===== src/rtl/cntdn_mmss_pkg.sv =====
// Shared types and constants for the MM:SS countdown timer.
// State encodings, BCD digit limits, alarm-length default and a BCD helper.
package cntdn_mmss_pkg;

    typedef enum logic [1:0] {
        ST_IDLE  = 2'd0,
        ST_RUN   = 2'd1,
        ST_PAUSE = 2'd2,
        ST_ALARM = 2'd3
    } state_t;

    localparam logic [3:0] BCD_UNITS_MAX  = 4'd9;
    localparam logic [3:0] BCD_TENS_MAX   = 4'd5;
    localparam int         ALARM_SECS_DEF = 10;

    function automatic logic [6:0] bcd_to_bin(input logic [3:0] tens, input logic [3:0] units);
        return ({3'b000, tens} * 7'd10) + {3'b000, units};
    endfunction

endpackage


===== src/rtl/cntdn_mmss_if.sv =====
// Button/tick inputs and digit/status outputs of the countdown timer.
// master drives the buttons and 1 Hz tick, slave is the timer itself.
interface cntdn_mmss_if;

    logic       en1hz;
    logic       clr;
    logic       start_stop;
    logic       min_up;
    logic       sec_up;
    logic [3:0] min_upper;
    logic [3:0] min_lower;
    logic [3:0] sec_upper;
    logic [3:0] sec_lower;
    logic       running;
    logic       alarm;

    modport master (
        output en1hz, clr, start_stop, min_up, sec_up,
        input  min_upper, min_lower, sec_upper, sec_lower, running, alarm
    );

    modport slave (
        input  en1hz, clr, start_stop, min_up, sec_up,
        output min_upper, min_lower, sec_upper, sec_lower, running, alarm
    );

endinterface


===== src/rtl/cntdn_mmss_bcd_mod60.sv =====
// Two-digit BCD register counting 0..MAX_VAL with wrap in both directions.
// Priority: clr, load, then inc/dec; borrow flags a decrement taken at 00.
module bcd_mod60
    import cntdn_mmss_pkg::*;
#(
    parameter int MAX_VAL = 59
) (
    input  logic       clk,
    input  logic       rst,
    input  logic       clr,
    input  logic       load,
    input  logic [3:0] load_upper,
    input  logic [3:0] load_lower,
    input  logic       inc,
    input  logic       dec,
    output logic [3:0] upper,
    output logic [3:0] lower,
    output logic       borrow
);

    localparam logic [3:0] MAX_UPPER = ((MAX_VAL / 10) > 5) ? BCD_TENS_MAX : 4'(MAX_VAL / 10);
    localparam logic [3:0] MAX_LOWER = 4'(MAX_VAL % 10);

    logic [3:0] upper_r;
    logic [3:0] lower_r;
    logic [3:0] upper_nxt_s;
    logic [3:0] lower_nxt_s;
    logic       at_max_s;
    logic       at_zero_s;

    assign at_max_s  = (bcd_to_bin(upper_r, lower_r) == 7'(MAX_VAL));
    assign at_zero_s = (upper_r == 4'd0) && (lower_r == 4'd0);
    assign borrow    = dec && !inc && at_zero_s;

    // Next-value computation for a single BCD increment or decrement
    always_comb begin
        upper_nxt_s = upper_r;
        lower_nxt_s = lower_r;
        if (inc && !dec) begin
            if (at_max_s) begin
                upper_nxt_s = 4'd0;
                lower_nxt_s = 4'd0;
            end else if (lower_r == BCD_UNITS_MAX) begin
                upper_nxt_s = upper_r + 4'd1;
                lower_nxt_s = 4'd0;
            end else begin
                lower_nxt_s = lower_r + 4'd1;
            end
        end else if (dec && !inc) begin
            if (at_zero_s) begin
                upper_nxt_s = MAX_UPPER;
                lower_nxt_s = MAX_LOWER;
            end else if (lower_r == 4'd0) begin
                upper_nxt_s = upper_r - 4'd1;
                lower_nxt_s = BCD_UNITS_MAX;
            end else begin
                lower_nxt_s = lower_r - 4'd1;
            end
        end else begin
            upper_nxt_s = upper_r;
            lower_nxt_s = lower_r;
        end
    end

    // Digit register with clear and load override
    always_ff @(posedge clk or posedge rst) begin
        if (rst) begin
            upper_r <= 4'd0;
            lower_r <= 4'd0;
        end else if (clr) begin
            upper_r <= 4'd0;
            lower_r <= 4'd0;
        end else if (load) begin
            upper_r <= load_upper;
            lower_r <= load_lower;
        end else begin
            upper_r <= upper_nxt_s;
            lower_r <= lower_nxt_s;
        end
    end

    assign upper = upper_r;
    assign lower = lower_r;

endmodule


===== src/rtl/cntdn_mmss.sv =====
// MM:SS countdown timer: preset with set buttons, run/pause, alarm at 00:00.
// Optional macro CNTDN_AUTORELOAD_EN reloads the last started preset after the alarm.
module cntdn_mmss
    import cntdn_mmss_pkg::*;
#(
    parameter int ALARM_SECS = ALARM_SECS_DEF,
    parameter int MAX_MIN    = 59
) (
    input logic         CLK,
    input logic         RST,
    cntdn_mmss_if.slave bus
);

    localparam logic [7:0] ALARM_LAST = 8'(ALARM_SECS - 1);

    state_t     state_r;
    logic [7:0] alarm_cnt_r;
    logic       running_r;
    logic       alarm_r;

    logic [3:0] min_upper_s, min_lower_s, sec_upper_s, sec_lower_s;
    logic [3:0] load_min_upper_s, load_min_lower_s, load_sec_upper_s, load_sec_lower_s;
    logic       sec_borrow_s, min_borrow_s;
    logic       setting_s, time_zero_s, start_ok_s, tick_s, hits_zero_s;
    logic       ack_s, timeout_s, leave_alarm_s, load_s;
    logic       sec_inc_s, min_inc_s;

    assign setting_s   = (state_r == ST_IDLE) || (state_r == ST_PAUSE);
    assign time_zero_s = ({min_upper_s, min_lower_s, sec_upper_s, sec_lower_s} == 16'h0000);
    assign start_ok_s  = !bus.clr && setting_s && bus.start_stop && !time_zero_s;
    assign sec_inc_s   = !bus.clr && setting_s && bus.sec_up;
    assign min_inc_s   = !bus.clr && setting_s && bus.min_up;
    // A pause request wins over a coincident tick, so the display freezes as shown
    assign tick_s      = !bus.clr && (state_r == ST_RUN) && bus.en1hz && !bus.start_stop;
    assign hits_zero_s = tick_s && ({min_upper_s, min_lower_s, sec_upper_s, sec_lower_s} == 16'h0001);
    assign ack_s       = (state_r == ST_ALARM) && (bus.start_stop || bus.min_up || bus.sec_up);
    assign timeout_s   = (state_r == ST_ALARM) && bus.en1hz && (alarm_cnt_r == ALARM_LAST);
    assign leave_alarm_s = !bus.clr && (ack_s || timeout_s);

`ifdef CNTDN_AUTORELOAD_EN
    logic [15:0] preset_r;

    // Preset captured only on IDLE->RUN so that resuming from PAUSE keeps the original value
    always_ff @(posedge CLK or posedge RST) begin
        if (RST) begin
            preset_r <= 16'h0000;
        end else if (bus.clr) begin
            preset_r <= 16'h0000;
        end else if ((state_r == ST_IDLE) && start_ok_s) begin
            preset_r <= {min_upper_s, min_lower_s, sec_upper_s, sec_lower_s};
        end
    end

    assign load_s = leave_alarm_s;
    assign {load_min_upper_s, load_min_lower_s, load_sec_upper_s, load_sec_lower_s} = preset_r;
`else
    assign load_s = 1'b0;
    assign {load_min_upper_s, load_min_lower_s, load_sec_upper_s, load_sec_lower_s} = 16'h0000;
`endif

    bcd_mod60 #(.MAX_VAL(59)) u_sec (
        .clk        (CLK),
        .rst        (RST),
        .clr        (bus.clr),
        .load       (load_s),
        .load_upper (load_sec_upper_s),
        .load_lower (load_sec_lower_s),
        .inc        (sec_inc_s),
        .dec        (tick_s),
        .upper      (sec_upper_s),
        .lower      (sec_lower_s),
        .borrow     (sec_borrow_s)
    );

    bcd_mod60 #(.MAX_VAL(MAX_MIN)) u_min (
        .clk        (CLK),
        .rst        (RST),
        .clr        (bus.clr),
        .load       (load_s),
        .load_upper (load_min_upper_s),
        .load_lower (load_min_lower_s),
        .inc        (min_inc_s),
        .dec        (sec_borrow_s),
        .upper      (min_upper_s),
        .lower      (min_lower_s),
        .borrow     (min_borrow_s)
    );

    // Control FSM with alarm duration counter and registered status flags
    always_ff @(posedge CLK or posedge RST) begin
        if (RST) begin
            state_r     <= ST_IDLE;
            alarm_cnt_r <= 8'd0;
            running_r   <= 1'b0;
            alarm_r     <= 1'b0;
        end else if (bus.clr) begin
            state_r     <= ST_IDLE;
            alarm_cnt_r <= 8'd0;
            running_r   <= 1'b0;
            alarm_r     <= 1'b0;
        end else begin
            case (state_r)
                ST_IDLE, ST_PAUSE: begin
                    if (start_ok_s) begin
                        state_r   <= ST_RUN;
                        running_r <= 1'b1;
                    end
                end
                ST_RUN: begin
                    if (bus.start_stop) begin
                        state_r   <= ST_PAUSE;
                        running_r <= 1'b0;
                    end else if (hits_zero_s || min_borrow_s) begin
                        // minute borrow is unreachable; treat it as expiry rather than wrap
                        state_r     <= ST_ALARM;
                        running_r   <= 1'b0;
                        alarm_r     <= 1'b1;
                        alarm_cnt_r <= 8'd0;
                    end
                end
                ST_ALARM: begin
                    if (leave_alarm_s) begin
                        state_r     <= ST_IDLE;
                        alarm_r     <= 1'b0;
                        alarm_cnt_r <= 8'd0;
                    end else if (bus.en1hz) begin
                        alarm_cnt_r <= alarm_cnt_r + 8'd1;
                    end
                end
                default: begin
                    state_r     <= ST_IDLE;
                    alarm_cnt_r <= 8'd0;
                    running_r   <= 1'b0;
                    alarm_r     <= 1'b0;
                end
            endcase
        end
    end

    assign bus.min_upper = min_upper_s;
    assign bus.min_lower = min_lower_s;
    assign bus.sec_upper = sec_upper_s;
    assign bus.sec_lower = sec_lower_s;
    assign bus.running   = running_r;
    assign bus.alarm     = alarm_r;

endmodule


===== src/flat_wrapper.sv =====
// flat-port wrapper written by rule: the top's interface ports become plain ports
module cntdn_mmss_flat import cntdn_mmss_pkg::*;
#(
    parameter int ALARM_SECS = ALARM_SECS_DEF,
    parameter int MAX_MIN    = 59
)
  (CLK, RST, bus_en1hz, bus_clr, bus_start_stop, bus_min_up, bus_sec_up, bus_min_upper, bus_min_lower, bus_sec_upper, bus_sec_lower, bus_running, bus_alarm);
  cntdn_mmss_if bus_i ();
  input logic CLK;
  input logic RST;
  input wire logic [$bits(bus_i.en1hz)-1:0] bus_en1hz;
  input wire logic [$bits(bus_i.clr)-1:0] bus_clr;
  input wire logic [$bits(bus_i.start_stop)-1:0] bus_start_stop;
  input wire logic [$bits(bus_i.min_up)-1:0] bus_min_up;
  input wire logic [$bits(bus_i.sec_up)-1:0] bus_sec_up;
  output wire logic [$bits(bus_i.min_upper)-1:0] bus_min_upper;
  output wire logic [$bits(bus_i.min_lower)-1:0] bus_min_lower;
  output wire logic [$bits(bus_i.sec_upper)-1:0] bus_sec_upper;
  output wire logic [$bits(bus_i.sec_lower)-1:0] bus_sec_lower;
  output wire logic [$bits(bus_i.running)-1:0] bus_running;
  output wire logic [$bits(bus_i.alarm)-1:0] bus_alarm;
  assign bus_i.en1hz = bus_en1hz;
  assign bus_i.clr = bus_clr;
  assign bus_i.start_stop = bus_start_stop;
  assign bus_i.min_up = bus_min_up;
  assign bus_i.sec_up = bus_sec_up;
  assign bus_min_upper = bus_i.min_upper;
  assign bus_min_lower = bus_i.min_lower;
  assign bus_sec_upper = bus_i.sec_upper;
  assign bus_sec_lower = bus_i.sec_lower;
  assign bus_running = bus_i.running;
  assign bus_alarm = bus_i.alarm;
  cntdn_mmss #(.ALARM_SECS(ALARM_SECS), .MAX_MIN(MAX_MIN)) u_core (.CLK(CLK), .RST(RST), .bus(bus_i));
endmodule

===== config.mk =====
export PLATFORM = sky130hd
export DESIGN_NAME = cntdn_mmss_flat
export DESIGN_NICKNAME = d
export VERILOG_FILES = /design/src/rtl/cntdn_mmss_pkg.sv /design/src/rtl/cntdn_mmss_if.sv /design/src/rtl/cntdn_mmss_bcd_mod60.sv /design/src/rtl/cntdn_mmss.sv /design/src/flat_wrapper.sv
export SDC_FILE = /design/constraint.sdc
export NUM_CORES = 1
export LEC_CHECK = 0
export ABC_AREA = 1
export CAP_MARGIN = 10
export CORE_MARGIN = 3
export CORE_UTILIZATION = 45
export DETAILED_ROUTE_END_ITERATION = 8
export PLACE_DENSITY = 0.69
export REMOVE_ABC_BUFFERS = 1
export SETUP_SLACK_MARGIN = 0.15
export SLEW_MARGIN = 40
export SYNTH_ARGS = -nofsm -noshare
export SYNTH_HDL_FRONTEND = slang
export SYNTH_SLANG_ARGS = --single-unit

===== constraint.sdc =====
create_clock -name CLK -period 5 [get_ports CLK]
set_input_delay 1 -clock CLK [delete_from_list [all_inputs] [get_ports CLK]]
set_output_delay 1 -clock CLK [all_outputs]
set_load 0.05 [all_outputs]

Word level (Yosys, flattened, before mapping)
Cells that the tools add are included.
{ "totals": {"regBits": 28, "inputBits": 7, "output_inout_bits": 18, "word_cells": 140} }
{ "classes": {"addsub": 11, "multipliers": 2, "n_eq_ne": 17, "n_mux": 50, "n_reduce_logical": 52} }
{ "ops": {"columns": ["op", "n"], "rows": [
  ["$mux 4", 28],
  ["$mux 8", 5],
  ["$logic_and 1x1->1", 21],
  ["$add 4x1->4 const B", 4],
  ["$eq 16x1->1 const B", 1],
  ["$logic_not 16->1", 1],
  ["$logic_not 4->1", 4],
  ["$pmux 8 s2", 1],
  ["$sub 4x1->4 const B", 4],
  ["$add 7x4->7", 2],
  ["$eq 7x6->1 const B", 2],
  ["$mul 4x3->6 const B", 2],
  ["$ne 4x3->1 const B", 3],
  ["$reduce_and 3->1", 4],
  ["$reduce_bool 3->1", 4],
  ["$mux 2", 5],
  ["$add 8x1->8 const B", 1],
  ["$eq 4x4->1 const B", 2],
  ["$eq 8x4->1 const B", 1],
  ["$mux 1", 8],
  ["$reduce_and 4->1", 2],
  ["$reduce_bool 4->1", 2],
  ["$logic_not 1->1", 7],
  ["$ne 3x2->1 const B", 2],
  ["9 further kinds", 16]
]} }

Depth between registers and ports, before layout
{ "logic_depth": {"word_depth": 14, "ltp_mapped": 15} }

By module
Synthesis repeated with hierarchy kept, for this count alone.
{ "hier_totals": {"hier_cells": 497, "hier_area_um2": 3214.3} }
{ "modules_own_cells": {"columns": ["module", "instances", "cells_each", "area_per_inst_um2"], "rows": [
  ["bcd_mod60", 2, 168, 1113.6],
  ["cntdn_mmss", 1, 161, 987.2]
]} }

Worst setup path before layout
No wires, ideal clock.
{ "synth_path": {"kind": "reg-to-reg", "start": "register u_core.u_sec.upper_r[3], in the netlist u_core.u_sec.upper[3]", "end": "register u_core.u_sec.upper_r[2], in the netlist u_core.u_sec.upper[2]", "setup_time_ns": 0.067, "arrival_ns": 2.504, "required_time_ns": 4.933, "slack_ns": 2.429, "path_stages_with_launch": 12, "n_path_buf": 0, "period_less_slack_ns": 2.571, "path_cell_list": "dfrtp_1 ha_1 ha_1 inv_1 fa_1 nor2_1 nand3_1 nor2_1 nand3_1 a21oi_1 nand3_1 nand2_1"} }
{ "synth_between": {"elab_chain_len": 6, "elab_cells_between_ends": 13} }
{ "synth_lines": {"columns": ["element", "line_no", "source"], "rows": [
  ["from (decl)", "cntdn_mmss_bcd_mod60.sv:24", "logic [3:0] upper_r;"],
  ["from (signal assigned)", "cntdn_mmss_bcd_mod60.sv:74", "upper_r <= load_upper;"],
  ["from (signal assigned)", "cntdn_mmss_bcd_mod60.sv:77", "upper_r <= upper_nxt_s;"],
  ["$mul 4x3->6 or $logic_not 4->1 (tied branches)", "cntdn_mmss_pkg.sv:17, cntdn_mmss_bcd_mod60.sv:32", null],
  ["$add 7x4->7 or $logic_and 1x1->1 (tied branches)", "cntdn_mmss_pkg.sv:17, cntdn_mmss_bcd_mod60.sv:32", null],
  ["$eq 7x6->1 or $mux 4 (tied branches)", "cntdn_mmss_bcd_mod60.sv:31, cntdn_mmss_bcd_mod60.sv:50", null],
  ["$mux 4, on equally long branches", "cntdn_mmss_bcd_mod60.sv:40, cntdn_mmss_bcd_mod60.sv:49", null],
  ["$mux 4", "cntdn_mmss_bcd_mod60.sv:39", "if (inc && !dec) begin"],
  ["$mux 4", "cntdn_mmss_bcd_mod60.sv:70", "end else if (clr) begin"]
]} }
Parallel ways exist; a longest one is shown, timed or not. The select of a mux whose other input is x is not followed.
A chain may end at the register's enable or synchronous reset.

Worst setup path after layout
{ "layout_path": {"start": "register u_core.u_sec.lower_r[2], in the netlist u_core.u_sec.lower[2]", "end": "output port bus_sec_lower[2]"} }
{ "layout_rtl": {"columns": ["element", "line_no", "source"], "rows": [
  ["from (decl)", "cntdn_mmss_bcd_mod60.sv:25", "logic [3:0] lower_r;"],
  ["from (signal assigned)", "cntdn_mmss_bcd_mod60.sv:75", "lower_r <= load_lower;"],
  ["from (signal assigned)", "cntdn_mmss_bcd_mod60.sv:78", "lower_r <= lower_nxt_s;"],
  ["to (decl)", "flat_wrapper.sv:19", "output wire logic [$bits(bus_i.sec_lower)-1:0] bus_sec_lower;"]
]} }
No word-level cell between the ends.

==> metrics.txt <==
status=finished clean; Final min period=2.67 ns; largest net degree at the start of global routing=29; Die Height=83.6 µm; share of cells above drive strength 1=8.80%; Worst-Margin Slew=0.587 ns; starting density of the core=47.8%; CTS Sinks=28; Critical Path Slowest Stage Cell=clkdlybuf4s50_1; total track usage=17.7%; final worst path period share=53.5%; # Max-Cap Violations=0; register bit total from synthesis=28; H-tree level count=1; Rel. slew slack=60.8%; Syn Inst Count=385; HPWL Detailed=4560 µm; Syn-to-layout area delta=12.4%; total placed cells including tap cells=478; worst setup path class=reg -> out; wire length per cell=12.1 µm; Core Box Area=5680 µm²; Non-Filler Cell Area, Final=3050 µm²; CTS resizes=0; vias in the first global route=2,352; clk_skew=0.00541 ns; commonest non-fill, non-tap cell in the layout=nand2_1; syn avg cell area=7.04 µm²; delay-heaviest family, CP=buffers and inverters; Pwr Density=436 nW/µm²; Yosys Warn Count=0; initial antenna violation count=0; WP data arrival=1.67 ns; # diodes=0; Slowest Stage Delay on Critical Path=0.87 ns; Post-DRT Antenna Nets=0; crit-path max FO=7; DRT Wirelength=5800 µm; row cnt=27; critical path, cell by cell=clkdlybuf4s50_1; DRC=0; number of top-level pins=25; CP Launch Type=flip-flop; cts bufs inserted=3; RSZ-0062 raised after global routing=false; Peak VDD IR=0.313 mV; Setup TNS=0 ns; drt via density=5.13; Peak Freq=0.374 GHz; Seq/Total Area, Yosys=25.9%; Hold Crit Class=reg -> reg; CTS max path bufs=2; Slew Limit Fails=0; final core area utilization=53.7%; Post-CTS Setup Inserts=0; Post-Syn Area=2710 µm²; clock root cell=clkbuf_8; Cell Count, Final, Fillers Out=481; grt total ovfl=0; CTS tree=done; synth unique cells=32; placed instance area=3010 µm²; DRT Pass-1 Iters=7; die footprint=6990 µm²; port buffer count=24; Hold WS=0.500 ns; clock-pin slew on the worst setup and hold paths=0.10 ns; nets=447; via count=2,469; die width=83.6 µm; Leak=1.55 nW; Hold Vio Cnt, Final=0; crit path buf inv count=1; cts hold-fix bufs=0; RePlAce Congestion=0.869; leading cell types in the layout, fill and taps excluded=nand2_1, inv_1, nand3_1; Setup violations, final=0; first-pass GRT wire length=10,600 µm; worst skew pair latency=0.27 ns; first-iteration detailed-routing DRC count=155; CP endpoint kind=output pin; worst endpoint required time=4.00 ns
[cell type report]
class,instances,area [µm²]
clock buffer,3,41.3
fill,547,2630
inverter,65,246
multi-input combinational,289,1730
sequential,28,701
tap,72,90.1
timing repair buffer,24,240
[synth_stat cells]
cell / number / area [µm²]
nand2_1: 94 / 353
inv_1: 59 / 221
nand3_1: 51 / 255
dfrtp_1: 28 / 701
ha_1: 25 / 313
nor2_1: 24 / 90.1
o21ai_0: 22 / 110
xor2_1: 11 / 96.3
a21oi_1: 8 / 40.0
nand4_1: 8 / 50.1
o21ai_2: 8 / 70.1
inv_2: 5 / 18.8
nand2_2: 5 / 31.3
fa_1: 4 / 80.1
nand3b_1: 4 / 30.0
nand2_4: 3 / 33.8
nor2_4: 3 / 33.8
o22ai_1: 3 / 18.8
or2_2: 3 / 18.8
xnor2_1: 3 / 26.3
buf_4: 2 / 15.0
nand3_2: 2 / 20.0
a31oi_1: 1 / 6.26
buf_12: 1 / 20.0
inv_4: 1 / 6.26
nor2_2: 1 / 6.26
nor3_1: 1 / 5.00
nor3_2: 1 / 10.0
nor3b_1: 1 / 7.51
o211ai_1: 1 / 7.51
o21bai_1: 1 / 7.51
o31ai_1: 1 / 7.51
[worst paths after layout]
path	startpoint	cells after the start	slack, ns	endpoint
min in group asynchronous	RST	2	1.10	u_core.alarm_cnt_r[6]$_DFFE_PP0P_
worst min-delay path	u_core.bus.alarm$_DFFE_PP0P_	2	0.50	u_core.bus.alarm$_DFFE_PP0P_
worst max register to register	u_core.u_sec.upper[1]$_DFFE_PP0P_	11	2.42	u_core.u_sec.upper[3]$_DFFE_PP0P_
max in group asynchronous	RST	2	3.50	u_core.u_min.lower[0]$_DFFE_PP0P_
worst min register to register	u_core.bus.alarm$_DFFE_PP0P_	2	0.50	u_core.bus.alarm$_DFFE_PP0P_
worst max-delay path	u_core.u_sec.lower[2]$_DFFE_PP0P_	1	2.33	bus_sec_lower[2]
[state kept, by name, summed over array words and instances, names as in the netlist]
name	flops
u_core.u_min.upper	4
u_core.alarm_cnt_r	8
u_core.u_min.lower	4
u_core.state_r	2
u_core.u_sec.lower	4
u_core.bus.running	1
u_core.bus.alarm	1
u_core.u_sec.upper	4
[cell families (layout without fill, tap and decap cells)]
| family | Yosys count | in the layout | share of synthesized area [%] |
|---|---|---|---|
| flip-flops | 28 | 28 | 25.9 |
| XOR/XNOR | 14 | 14 | 4.52 |
| buffers and inverters | 68 | 92 | 10.4 |
| AND/OR/NAND/NOR | 201 | 201 | 34.9 |
| adder cells (fa/ha/maj) | 29 | 29 | 14.5 |
| AO/OA/AOI/OAI | 45 | 45 | 9.88 |
[through the flow]
step	setup slack (ns)	total power, mW
6_report	2.33	1.33
5_1_grt	2.14	1.47
4_1_cts	2.31	1.34
3_3_place_gp	2.12	1.20
2_1_floorplan	2.43	0.981
3_5_place_dp	2.09	1.21
[per-layer routing]
metal	part of all wire [%]	global-route usage, %	vias up
li1	-	-	1291
met1	51	25.8	1119
met2	45	27.9	53
met3	3.5	2.37	6
met4	0.76	3.22	0
met5	0	0	-
[power by group]
group	switching, mW	internal (mW)
registers	0.0986	0.271
logic	0.531	0.304
clock network	0.0697	0.0542
total	0.699	0.630
Power figures use the tool's default switching activity.
